--- config.mk ---
export PLATFORM = sky130hd
export DESIGN_NAME = if_prefetch_queue
export DESIGN_NICKNAME = d
export VERILOG_FILES = /design/src/rtl/pipeline_pkg.sv /design/src/rtl/prefetch_fifo.sv /design/src/rtl/if_prefetch_queue.sv
export SDC_FILE = /design/constraint.sdc
export NUM_CORES = 1
export LEC_CHECK = 0
export ABC_AREA = 0
export CELL_PAD_IN_SITES_DETAIL_PLACEMENT = 1
export CELL_PAD_IN_SITES_GLOBAL_PLACEMENT = 2
export CORE_MARGIN = 2
export CORE_UTILIZATION = 40
export DETAILED_ROUTE_END_ITERATION = 7
export PLACE_DENSITY_LB_ADDON = 0.1
export SYNTH_ARGS = -nofsm -noshare
export SYNTH_HDL_FRONTEND = slang
export SYNTH_SLANG_ARGS = --single-unit
--- constraint.sdc ---
create_clock -name CLK -period 3.65 [get_ports CLK]
set_clock_uncertainty 0.05 [all_clocks]
set_input_delay 0.365 -clock CLK [delete_from_list [all_inputs] [get_ports CLK]]
set_output_delay 0.365 -clock CLK [all_outputs]
set_load 0.02 [all_outputs]
--- src/rtl/pipeline_pkg.sv ---
// ============================================================================
// pipeline_pkg : defaults and small helpers shared by the instruction-fetch
// front end.
// Rev 1.0
// ============================================================================
`default_nettype none

package pipeline_pkg;

    localparam int          INST_WIDTH = 32;
    localparam int          PC_WIDTH   = 32;
    localparam int          PC_STEP    = 4;
    localparam logic [31:0] RESET_PC   = 32'h0000_0000;
    localparam logic [31:0] NOP_INST   = 32'h0000_0000;

    // Queue operation for one edge, packed as {pop, push}.
    typedef enum logic [1:0] {
        Q_IDLE = 2'b00,
        Q_PUSH = 2'b01,
        Q_POP  = 2'b10,
        Q_BOTH = 2'b11
    } q_op_e;

    function automatic logic is_misaligned(input logic [1:0] lo_bits);
        return |lo_bits;
    endfunction

endpackage

`default_nettype wire

--- src/rtl/prefetch_fifo.sv ---
// ============================================================================
// prefetch_fifo : DEPTH-entry synchronous FIFO with flush and a combinational
// head read. Callers gate push/pop against full/empty.
// Rev 1.0
// ============================================================================
`default_nettype none

module prefetch_fifo #(
    parameter int DEPTH = 4,
    parameter int WIDTH = 64
) (
    input  wire logic                       clk,
    input  wire logic                       rst,
    input  wire logic                       i_push,
    input  wire logic                       i_pop,
    input  wire logic                       i_flush,
    input  wire logic [WIDTH-1:0]           i_wr_data,
    output logic      [WIDTH-1:0]           o_head,
    output logic      [$clog2(DEPTH):0]     o_count
);
    import pipeline_pkg::*;

    localparam int AW = $clog2(DEPTH);
    localparam int CW = AW + 1;

    logic [WIDTH-1:0] r_mem [DEPTH];
    logic [AW-1:0]    r_rd_ptr;
    logic [AW-1:0]    r_wr_ptr;
    logic [CW-1:0]    r_count;
    q_op_e            w_op;

    assign w_op    = q_op_e'({i_pop, i_push});
    assign o_head  = r_mem[r_rd_ptr];
    assign o_count = r_count;

    // Pointers wrap naturally because DEPTH is a power of two.
    always_ff @(posedge clk) begin
        if (rst || i_flush) begin
            r_rd_ptr <= '0;
            r_wr_ptr <= '0;
            r_count  <= '0;
        end else begin
            if (i_pop)  r_rd_ptr <= r_rd_ptr + AW'(1);
            if (i_push) r_wr_ptr <= r_wr_ptr + AW'(1);
            case (w_op)
                Q_PUSH:  r_count <= r_count + CW'(1);
                Q_POP:   r_count <= r_count - CW'(1);
                default: r_count <= r_count;
            endcase
        end
    end

    always_ff @(posedge clk) begin
        if (!rst && !i_flush && i_push) begin
            r_mem[r_wr_ptr] <= i_wr_data;
        end
    end

endmodule

`default_nettype wire

--- src/rtl/if_prefetch_queue.sv ---
// ============================================================================
// if_prefetch_queue : decoupled instruction prefetcher feeding the IF/ID stage,
// with branch redirect/flush and a sticky misaligned-target flag.
// Rev 1.0
// ============================================================================
`default_nettype none

module if_prefetch_queue #(
    parameter int                        INST_WIDTH = pipeline_pkg::INST_WIDTH,
    parameter int                        PC_WIDTH   = pipeline_pkg::PC_WIDTH,
    parameter int                        DEPTH      = 4,
    parameter logic [PC_WIDTH-1:0]       RESET_PC   = PC_WIDTH'(pipeline_pkg::RESET_PC),
    parameter int                        PC_STEP    = pipeline_pkg::PC_STEP
) (
    input  wire logic                       CLK,
    input  wire logic                       CLR,
    input  wire logic                       LE,
    input  wire logic                       branch_taken,
    input  wire logic [PC_WIDTH-1:0]        branch_target,
    output logic      [PC_WIDTH-1:0]        imem_addr,
    input  wire logic [INST_WIDTH-1:0]      imem_data,
    input  wire logic                       imem_ready,
    output logic      [INST_WIDTH-1:0]      ifid_inst,
    output logic      [PC_WIDTH-1:0]        ifid_pc,
    output logic                            ifid_valid,
    output logic      [$clog2(DEPTH):0]     queue_count,
    output logic                            align_fault
);
    localparam int CW = $clog2(DEPTH) + 1;
    localparam int EW = INST_WIDTH + PC_WIDTH;

    logic [PC_WIDTH-1:0] r_pc;
    logic                r_align_fault;
    logic [CW-1:0]       w_count;
    logic [EW-1:0]       w_head;
    logic                w_pop;
    logic                w_push;
    logic                w_valid;

    assign w_valid = (w_count != '0);
    assign w_pop   = LE && w_valid;
    // A full queue still accepts a word when the head leaves on the same edge.
    assign w_push  = imem_ready && ((w_count < CW'(DEPTH)) || w_pop);

    prefetch_fifo #(
        .DEPTH (DEPTH),
        .WIDTH (EW)
    ) u_fifo (
        .clk       (CLK),
        .rst       (CLR),
        .i_push    (w_push),
        .i_pop     (w_pop),
        .i_flush   (branch_taken),
        .i_wr_data ({r_pc, imem_data}),
        .o_head    (w_head),
        .o_count   (w_count)
    );

    always_ff @(posedge CLK) begin
        if (CLR) begin
            r_pc          <= RESET_PC;
            r_align_fault <= 1'b0;
        end else if (branch_taken) begin
            r_pc <= {branch_target[PC_WIDTH-1:2], 2'b00};
            if (pipeline_pkg::is_misaligned(branch_target[1:0])) begin
                r_align_fault <= 1'b1;
            end
        end else if (w_push) begin
            r_pc <= r_pc + PC_WIDTH'(PC_STEP);
        end
    end

    assign imem_addr   = r_pc;
    assign queue_count = w_count;
    assign ifid_valid  = w_valid;
    assign align_fault = r_align_fault;
    // An empty queue presents a NOP so the decoder sees a bubble.
    assign ifid_inst   = w_valid ? w_head[INST_WIDTH-1:0]
                                 : INST_WIDTH'(pipeline_pkg::NOP_INST);
    assign ifid_pc     = w_valid ? w_head[EW-1:INST_WIDTH] : '0;

endmodule

`default_nettype wire

**Word level (Yosys, flattened, before mapping)**

Memories as Yosys holds them, arrays and structs flattened. A register that Yosys moved wholly into a read port is not among the register bits.
Cells that the tools add are included.

- Mux-type cells: 9
- Multipliers: 0
- Div/mod/pow operators: 0
- Magnitude comparators: 1
- Add/subtract/negate cells: 5
- Reductions and logical operators: 14
- Eq/ne operators: 2
- Shifts and indexed selects: 0
- Bitwise logic cells: 0

Operator list:

| kind | count |
|---|---|
| $mux W32 | 4 |
| $add A32 B3 Y32 const B | 1 |
| $pmux W3 S2 | 1 |
| $add A2 B1 Y2 const B | 2 |
| $logic_and A1 B1 Y1 | 4 |
| $mux W2 | 2 |
| $reduce_bool A2 Y1 | 2 |
| $reduce_or A2 Y1 | 2 |
| $add A3 B1 Y3 const B | 1 |
| $lt A3 B3 Y1 const B | 1 |
| $reduce_bool A3 Y1 | 1 |
| $sub A3 B1 Y3 const B | 1 |
| $eq A2 B1 Y1 const B | 1 |
| $eq A2 B2 Y1 const B | 1 |
| $logic_not A1 Y1 | 2 |
| $logic_or A1 B1 Y1 | 2 |
| $mux W1 | 2 |
| $reduce_and A2 Y1 | 1 |

- Output and inout port bits: 101
- Word-level logic and storage cells: 38
- Bits in read-only memories: 0
- Bits of input ports: 69
- Latch bits: 0
- Bits in writable memories: 256
- Memories: 1
- Flip-flop bits (word level): 40

Memory list:

| memory | depth | width | rd ports | clocked after Yosys merged registers in | write ports | RTL line | RTL |
|---|---|---|---|---|---|---|---|
| u_fifo.r_mem | 4 | 64 | 1 | 1 | 1 | prefetch_fifo.sv:26 | `logic [WIDTH-1:0] r_mem [DEPTH];` |

**Logic depth before layout (Yosys ltp)**

- Depth after elaboration: 7
- Gate-level depth with buffers: 10
- Mapped depth without buffers: 9

**Modules after synthesis**

From an unflattened synthesis, not the netlist that was laid out.

- Cells, all modules: 709
- Area, all modules: 12,230.5 µm²

Modules (own cells, without submodules):

| module | cells an instance | sequential area each (µm²) | instances | area an instance (µm²) |
|---|---|---|---|---|
| prefetch_fifo | 377 | 7,867.5 | 1 | 9,733.1 |
| if_prefetch_queue | 332 | 620.6 | 1 | 2,497.4 |

**Worst setup path after synthesis**

No wires, ideal clock.

- Kind: register to register
- From: register u_fifo.r_count[2] (netlist: u_fifo.o_count[2])
- To: memory u_fifo.r_mem[0][0], enable pin
- Data required time: 3.173 ns
- Path slack: 0.573 ns
- Period minus slack after synthesis: 3.077 ns
- Path buffers: 1
- Library setup time: 0.427 ns
- Arrival: 2.600 ns
- Stages on the path, launching flop included: 5
- Path through: dfxtp_1 nor2b_1 buf_6 nor2_1 and3_1

- Cells in the longest elaborated chain, start to end: 7
- Elaborated cells between the ends (all ways): 8
- Classes of those cells: order compare (1); mux (2); reduce/logical (5)

Ends and longest elaborated chain:

| element | RTL line | RTL |
|---|---|---|
| start: declaration | prefetch_fifo.sv:29 | `logic [CW-1:0] r_count;` |
| start signal: assignment | prefetch_fifo.sv:46 | `Q_PUSH: r_count <= r_count + CW'(1);` |
| start signal: assignment | prefetch_fifo.sv:47 | `Q_POP: r_count <= r_count - CW'(1);` |
| start signal: assignment | prefetch_fifo.sv:48 | `default: r_count <= r_count;` |
| parallel branches: the longest is 2 deep, another holds $lt A3 B3 Y1 | - |  |
| $logic_or A1 B1 Y1 (*) | if_prefetch_queue.sv:43 | `assign w_push = imem_ready && ((w_count < CW'(DEPTH)) \|\| w_pop);` |
| $logic_and A1 B1 Y1 (*) | if_prefetch_queue.sv:43 |  |
| $logic_and A1 B1 Y1 (*) | prefetch_fifo.sv:54 | `if (!rst && !i_flush && i_push) begin` |
| $mux W1 (*) | prefetch_fifo.sv:54 |  |
| $mux W1 (implied by the code) (*) | prefetch_fifo.sv:55 | `r_mem[r_wr_ptr] <= i_wr_data;` |
| end: declaration | prefetch_fifo.sv:26 |  |

Every way passes the cells marked *.

**Worst setup path in the final report**

- From: register u_fifo.r_count[0] (netlist: u_fifo.o_count[0])
- To: output port ifid_pc[2]

- Cells in the longest elaborated chain, start to end: 2

Ends and longest elaborated chain:

| element | RTL line | RTL |
|---|---|---|
| $reduce_bool A3 Y1 | if_prefetch_queue.sv:40 | `assign w_valid = (w_count != '0);` |
| $mux W32 | if_prefetch_queue.sv:80 | `assign ifid_pc = w_valid ? w_head[EW-1:INST_WIDTH] : '0;` |
| end: declaration | if_prefetch_queue.sv:24 | `output logic [PC_WIDTH-1:0] ifid_pc,` |

No other way between the ends.

==> flow_summary.toml <==
[run_status]
status = "finished, final reports clean"

[global_route]
grt_pass1_vias = 7460
grt_pass1_wl_mm = 43.8
grt_remaining_overflow = 0
antenna_found_initial = 0
grt_max_degree = 43
gr-usage-all-layers_pct = 18.4

[hold_path]
hold_path.class = "input pin to flip-flop"

[power_and_ir_drop]
ir_drop_mv = 0.300
pwr-share-comb_pct = 7.5
leakage_nw = 4.77
powerDensity_nw_per_um2 = 496
clkPwrFrac_pct = 42.5
swShare_pct = 21.1
power_switching_mw = 1.57
pwr-share-seq_pct = 50.0
power.internal_mw = 5.87

[critical_path]
crit_path_max_fanout = 42
worst_r2r_endpoint = "imem_addr[23]$_SDFFE_PP0P_"
worstSetupEndpointType = "output pin"
worstSetupStartpointType = "flip-flop"
reg2reg_slack_ps = 780
critPathMaxStageDelay_ps = 880
required_ps = 3230
cp_slowest_cell = "or3_2"
reg2reg_from = "imem_addr[10]$_SDFFE_PP0P_"
cp-endpoint = "ifid_pc[2]"
reg2reg_depth = 4
crit_path_start = "u_fifo.o_count[0]$_SDFFE_PP0P_"
path_cells = "or3_2, buf_4, and2_1, clkdlybuf4s50_1"
crit_arrival_ps = 2860
crit_type = "flip-flop to output pin"

[clock_tree]
clk_pin_slew_ps = 60
cts-root-buf = "clkbuf_16"
cts_buffers = 30
cts_resized = 0
cts_tree = "built"
htreeDepth = 1
clock_latency_ps = 540
postCtsHoldBufs = 0
cts_sinks = 288
post-cts-setup-buffer-count = 0
cts_buffer_depth = 3

[yosys]
synthCells = 697
synth_flop_cell = "edfxtp_1"
synth_edf_count = 248
synthesis.area_um2 = 11800
async_flop_share_pct = 0
avgSynthCellArea_um2 = 16.9
ys_seq_elements = 288
yosysUniqueCellTypes = 48
ys_seq_area_share_pct = 70.2
yosys_warnings = 0

[finish]
syn_to_final_growth_pct = 27.5
mostFrequentLayoutCells = "edfxtp_1 (248), clkdlybuf4s50_1 (165), and2_1 (65), mux4_2 (62), dfxtp_1 (38)"
regArea_um2 = 8260
drive_gt1_share_pct = 15.0
final_util_pct = 51.9
n_fill_cell = 2759
final_common_cell = "edfxtp_1"
n_antenna_cell = 0
nNetsFinal = 948
multiInputGateArea_um2 = 3280

[floorplanning]
placementRows = 62
die_x_um = 175
dieArea_um2 = 30800
die_h_um = 175
start_util_pct = 40.7
io_pins = 170
core_um2 = 28900

[run]
maxCapViolCount = 0

[drt]
ant_nets = 0
num_vias = 6801
routedWlPerCell_um = 22.0
routed_wl_mm = 28.1
drtIter0Drc = 456
drtPass1Iterations = 4
drcViolationCount = 0
drt-vias-per-instance = 5.32

[sta]
finalCriticalPeriod_ps = 3270
tightest_slew_ps = 921
slew_viol_final = 0
hold_viol_final = 0
rsz0062_at_grt = "no"
fin_crit_sh_pct = 89.7
fmax_ghz = 0.305
setup_violations = 0
slew_headroom_pct = 38.1
finalSetupTns_ps = 0

[placed_design]
place_hpwl_mm = 18.6
portBuffers = 165
gp_congestion = 0.811
==> synthesized netlist by cell type (4+ instances only) <==
master	instances	area, µm²
nor3b_1	5	37.5
nand2_1	21	78.8
buf_4	4	30.0
nand4_1	13	81.3
inv_1	17	63.8
edfxtp_1	248	7450
nor3_1	4	20.0
a2111oi_0	10	87.6
o21ai_0	9	45.0
a311oi_1	13	114
buf_2	7	35.0
and3_1	11	68.8
a211oi_1	9	67.6
or3_1	7	43.8
ha_1	6	75.1
or4_1	5	37.5
xor2_1	5	43.8
nor2_1	31	116
clkbuf_1	31	116
nor4_1	12	75.1
and4_1	5	43.8
nand3_1	12	60.1
mux4_2	62	1400
and2_1	65	407
a21oi_1	6	30.0
nor2b_1	5	31.3
dfxtp_1	40	801
xnor2_1	7	61.3
==> layer usage <==
metal | up-vias | wire length [µm] | track usage, %
li1 | 3124 | - | -
met1 | 3480 | 12400 | 24.8
met2 | 159 | 14100 | 31.9
met3 | 38 | 1080 | 2.49
met4 | 0 | 518 | 4.30
met5 | - | 0 | 0
==> cells by family (layout without fill, tap and decap cells) <==
logic type	Yosys count	count (layout)	synth area share (%)
AO/OA/AOI/OAI	59	59	3.76
buffers and inverters	61	256	2.21
other	1	4	0.0319
adder cells (fa/ha/maj)	7	7	0.809
XOR/XNOR	12	12	0.894
AND/OR/NAND/NOR	207	207	10.3
multiplexers	62	62	11.9
flip-flops	288	288	70.2
==> worst min-delay path by stage <==
stage	startpoint	to	slack [ps]	cells past startpoint
3_3_place_gp	align_fault$_SDFFE_PP0P_	align_fault$_SDFFE_PP0P_	380	2
4_1_cts	branch_target[21]	imem_addr[21]$_SDFFE_PP0P_	340	3
6_report	branch_target[24]	imem_addr[24]$_SDFFE_PP0P_	360	3
5_1_grt	branch_target[21]	imem_addr[21]$_SDFFE_PP0P_	360	3
3_5_place_dp	align_fault$_SDFFE_PP0P_	align_fault$_SDFFE_PP0P_	410	2
2_1_floorplan	imem_data[0]	u_fifo.r_mem[0][0]$_DFFE_PP_	410	0
==> final cells by class <==
cell class,instances,area share [%]
repair buffers,183,12.5
inverters,18,0.451
clock buffers,35,5.28
clock inverters,20,1.61
well taps,384,3.21
multi-input cells,351,21.9
flip-flops and latches,288,55.1
==> worst max-delay path: cells and delay by family (launching register included) <==
family                 cells  cell delay, ps
buffers and inverters      2             900
flip-flops                 1             350
AND/OR/NAND/NOR            2            1050
==> through the flow <==
stage | hold slack [ps] | setup slack (ps) | total power [mW] | std cells | instance area, µm²
floorplan | 414 | 573 | 4.03 | 700 | 11800
global placement | 384 | 668 | 4.33 | 1224 | 14000
detailed placement | 414 | 537 | 4.36 | 1224 | 14000
CTS | 343 | 311 | 7.53 | 1279 | 15000
global route | 362 | 227 | 7.68 | 1279 | 15000
finish | 360 | 375 | 7.44 | 1279 | 15000
==> power by group through the flow <==
stage	registers, mW	logic (mW)	clock network, mW
2_1_floorplan	3.79	0.241	0
3_3_place_gp	3.78	0.550	0
3_5_place_dp	3.79	0.562	0
4_1_cts	3.72	0.566	3.24
5_1_grt	3.73	0.599	3.35
6_report	3.72	0.556	3.16
==> state kept, by name, summed over array words and instances (netlist names), named ones only <==
name,cells
u_fifo.r_rd_ptr,2
align_fault,1
imem_addr,30
u_fifo.r_mem,248
u_fifo.r_wr_ptr,2
u_fifo.o_count,3
Note: power is estimated with default switching activity, not from simulation.
